`config.mk`:
```
export PLATFORM = sky130hd
export DESIGN_NAME = seq_multiplier
export DESIGN_NICKNAME = d
export VERILOG_FILES = /design/src/rtl/seq_multiplier.sv
export SDC_FILE = /design/constraint.sdc
export NUM_CORES = 1
export LEC_CHECK = 0
export BUFFER_PORTS_ARGS = -buffer_cell sky130_fd_sc_hd__buf_2
export CORE_UTILIZATION = 41
export CTS_CLUSTER_DIAMETER = 100
export DETAILED_ROUTE_END_ITERATION = 16
export GPL_TIMING_DRIVEN = 0
export PLACE_DENSITY_LB_ADDON = 0.15
export RECOVER_POWER = 25
export SLEW_MARGIN = 0
export SYNTH_ARGS = -nofsm -noshare
export SYNTH_HDL_FRONTEND = slang
export SYNTH_SLANG_ARGS = --single-unit
```
`constraint.sdc`:
```
create_clock -name clk -period 2.2 [get_ports clk]
set_input_delay 0.11 -clock clk [delete_from_list [all_inputs] [get_ports clk]]
set_output_delay 0.11 -clock clk [all_outputs]
set_load 0.01 [all_outputs]
```
`src/rtl/seq_multiplier.sv`:
```
// Shift-add multiplier for single-digit operands; the product is held
// between operations for the display stage downstream.
module seq_multiplier #(
    parameter int WIDTH       = 4,
    parameter int MAX_OPERAND = 9
) (
    input  logic               clk,
    input  logic               rst,
    input  logic               start,
    input  logic [WIDTH-1:0]   a,
    input  logic [WIDTH-1:0]   b,
    output logic               busy,
    output logic               done,
    output logic [2*WIDTH-1:0] product,
    output logic               err
);

    localparam int CW = $clog2(WIDTH + 1);

    localparam logic [1:0] S_IDLE = 2'd0;
    localparam logic [1:0] S_CALC = 2'd1;
    localparam logic [1:0] S_DONE = 2'd2;

    localparam logic [WIDTH-1:0] MAXV   = MAX_OPERAND[WIDTH-1:0];
    localparam logic [CW-1:0]    LAST_C = CW'(WIDTH - 1);

    logic [1:0]         r_state;
    logic [2*WIDTH-1:0] r_mcand;
    logic [WIDTH-1:0]   r_mplier;
    logic [2*WIDTH-1:0] r_acc;
    logic [CW-1:0]      r_count;
    logic [2*WIDTH-1:0] r_product;
    logic               r_err;

    logic               w_bad;
    logic [2*WIDTH-1:0] w_acc_next;

    assign w_bad      = (a > MAXV) || (b > MAXV);
    assign w_acc_next = r_acc + (r_mplier[0] ? r_mcand : '0);

    // Result registers load on the edge into DONE so they are valid with done.
    always_ff @(posedge clk) begin
        if (rst) begin
            r_state   <= S_IDLE;
            r_mcand   <= '0;
            r_mplier  <= '0;
            r_acc     <= '0;
            r_count   <= '0;
            r_product <= '0;
            r_err     <= 1'b0;
        end else begin
            unique case (r_state)
                S_IDLE: begin
                    if (start) begin
                        r_mcand  <= {{WIDTH{1'b0}}, a};
                        r_mplier <= b;
                        r_acc    <= '0;
                        r_count  <= '0;
                        if (w_bad) begin
                            r_state   <= S_DONE;
                            r_product <= '0;
                            r_err     <= 1'b1;
                        end else begin
                            r_state <= S_CALC;
                        end
                    end
                end
                S_CALC: begin
                    r_acc    <= w_acc_next;
                    r_mcand  <= r_mcand << 1;
                    r_mplier <= r_mplier >> 1;
                    r_count  <= r_count + 1'b1;
                    if (r_count == LAST_C) begin
                        r_state   <= S_DONE;
                        r_product <= w_acc_next;
                        r_err     <= 1'b0;
                    end
                end
                S_DONE: begin
                    r_state <= S_IDLE;
                end
                default: begin
                    r_state <= S_IDLE;
                end
            endcase
        end
    end

    assign busy    = (r_state != S_IDLE);
    assign done    = (r_state == S_DONE);
    assign product = r_product;
    assign err     = r_err;

endmodule

```
==> metrics.cfg <==
[clock_tree]
clkTransAtPathRegs_ns = 0.07
clk_path_buf_depth = 2
root_buffer = clkbuf_8
hold_buffers = 0
cts_setup_buffers = 0
cts.sinks = 34
htreeDepth = 2
cts_inserted_buffers = 5
cts_tree = built
cts-resized-gates = 0
clkLatencyLatePin_ns = 0.29

[yosys]
synth_fa_ha_area_frac = 0.0763
synth_edf_count = 0
synth_top_family_by_area = simple AND/OR/NAND/NOR gates
synthMuxAreaShare = 0.0173
syn_area_per_cell_um2 = 8.69
async_flop_share = 0
ys_warn_count = 0
ys.flop_type = dfxtp_1
ys_types = 47
ys_ff_latch = 34
syn_nets = 221
synth_area_mm2 = 0.00174
synth-seq-area-share = 0.392
syn_inst = 200
synth_compound_area_frac = 0.207
synthSimpleGateAreaFrac = 0.247
synth_xor_area_frac = 0.0151

[global_routing]
grt_start_max_net_pins = 11
antenna_found_initial = 0
grt_use_total = 0.210
grt_pass1_vias = 1472
grt_pass1_wl_um = 6770
grt.overflow.total = 0

[critical_path]
r2r-start = r_mplier[0]
crit_arrival_ns = 2.24
crit_start = r_mplier[0]
required_ns = 2.38
end_kind = flop
critPathKind = flop to flop
crit_path_max_fanout = 9
startpoint_type = flop

[power]
p_per_area_mw_per_mm2 = 645
p_total_uw = 1270
ir_worst_vdd_mv = 0.329
power_leakage_uw = 0.000837

[floorplanning]
dieArea_mm2 = 0.00450
die_width_um = 67.1
placementRows = 23
die_h_um = 67.1
coreArea_mm2 = 0.00403
pin_count = 22
initial_utilization = 0.431

[placed_design]
hpwl_um = 2810
dp.cells = 270
gp_congestion = 0.877
io_buffers = 20

[drt]
first_pass_iters = 4
via_per_inst = 5.45
ant_nets = 0
wl_per_cell_um = 14.3
drc_errors = 0
vias = 1504
drtIter0Drc = 82
routed_wl_um = 3960

[timing]
tightest_slew_ns = 0.491
fin_hold_ws_ns = 0.0750
rsz0062_at_grt = no
hold_viol = 0
slew_violations = 0
period_needed_ns = 2.06
max_freq_ghz = 0.486
fin_tns_setup_ns = 0
slew_headroom = 0.673
timing.final.crit_share = 0.935
finalSetupViolCount = 0
clock_skew_ns = 0.00787

[finish]
seq_area_um2 = 682
multi_input_area_um2 = 978
area_delta_synth_final_pct = 13.4
drive_above_1_share = 0.142
instances_no_fill = 276
diodes = 0
nets = 248
fill_cells = 410

[hold_path]
hold_path.class = input port to flop
worstHoldStart = a[0]

[run_status]
status = completed

[job]
maxCapViolations = 0

-- per-layer routing --
metal  track usage  vias to the layer above  part of all wire
li1              -                      764                 -
met1         0.266                      691              0.49
met2         0.333                       41              0.43
met3        0.0411                        8             0.058
met4         0.112                        0             0.023
met5             0                        -                 0
-- worst paths after layout --
check	end	slack, ns	depth (start not counted)
max	product[6]	0.14	8
min	r_mcand[0]	0.07	3
max reg2reg	product[6]	0.14	8
min reg2reg	product[4]	0.46	2
-- state kept, by name, summed over array words and instances (netlist names) --
register and flops:
r_state 2, err 1, r_mcand 8, r_count 3
product 8, r_mplier 4, r_acc 8
-- kinds of logic after synthesis --
kind of cell             count (synthesis)
AND/OR/NAND/NOR                         86
AO/OA/AOI/OAI                           48
flip-flops                              34
buffers and inverters                   16
adder cells (fa/ha/maj)                 10
XOR/XNOR                                 3
multiplexers                             3
-- power breakdown --
group / total (uW) / internal, uW / switching, uW
Sequential: 656 / 637 / 19.1
Combinational: 158 / 58.5 / 99.3
Clock: 458 / 241 / 217
Total: 1270 / 937 / 335
-- synth_stat cells, types with 2 or more instances --
| library cell | count | area, um^2 |
|---|---|---|
| a21o_1 | 4 | 30.0 |
| a21oi_1 | 10 | 50.1 |
| a22o_1 | 2 | 17.5 |
| a22oi_1 | 11 | 82.6 |
| a311oi_1 | 5 | 43.8 |
| a31oi_1 | 2 | 12.5 |
| and2_1 | 7 | 43.8 |
| buf_2 | 7 | 35.0 |
| clkbuf_1 | 3 | 11.3 |
| dfxtp_1 | 34 | 681 |
| ha_1 | 9 | 113 |
| inv_1 | 4 | 15.0 |
| mux2i_1 | 3 | 30.0 |
| nand2_1 | 21 | 78.8 |
| nand3_1 | 5 | 25.0 |
| nand4_1 | 2 | 12.5 |
| nor2_1 | 30 | 113 |
| nor2b_1 | 7 | 43.8 |
| nor3_1 | 3 | 15.0 |
| o21ai_1 | 3 | 15.0 |
| xor2_1 | 2 | 17.5 |
-- worst max-delay path, stage by stage, from the launching register on --
cell     delay (ns)
dfxtp_2        0.37
and2_1         0.15
ha_1           0.24
fa_1           0.42
a21o_1         0.19
nand4_1        0.13
a211o_1        0.16
nand2_1        0.06
a22o_1         0.22
-- cells in the final DEF, fill, tap and decap left out, types with 2 or more instances in the layout --
master,Yosys,layout
a21o_1,4,4
a21oi_1,10,10
a22o_1,2,2
a22oi_1,11,11
a311oi_1,5,5
a31oi_1,2,2
and2_1,7,7
buf_2,7,16
clkbuf_1,3,14
clkbuf_8,0,6
dfxtp_1,34,33
ha_1,9,9
inv_1,4,4
mux2i_1,3,3
nand2_1,21,21
nand3_1,5,5
nand4_1,2,2
nor2_1,30,30
nor2b_1,7,7
nor3_1,3,3
o21ai_1,3,3
xor2_1,2,2
-- stage by stage --
stage	area [um^2]	util	setup slack, ns
after detailed placement	1900	0.472	0.0717
after CTS	1980	0.492	0.0441
after global routing	1970	0.489	0.0312
after global placement	1900	0.472	0.0427
final	1970	0.489	0.143
after floorplan	1740	-	0.297
-- cell type report --
cell class,instances,share of cell area
repair buffers,20,0.0444
clock buffers,6,0.0419
multi-input cells,150,0.497
plain buffers,12,0.0317
flip-flops and latches,34,0.346
inverters,4,0.00762
well taps,50,0.0317
Note: power is estimated with default switching activity, not from simulation.
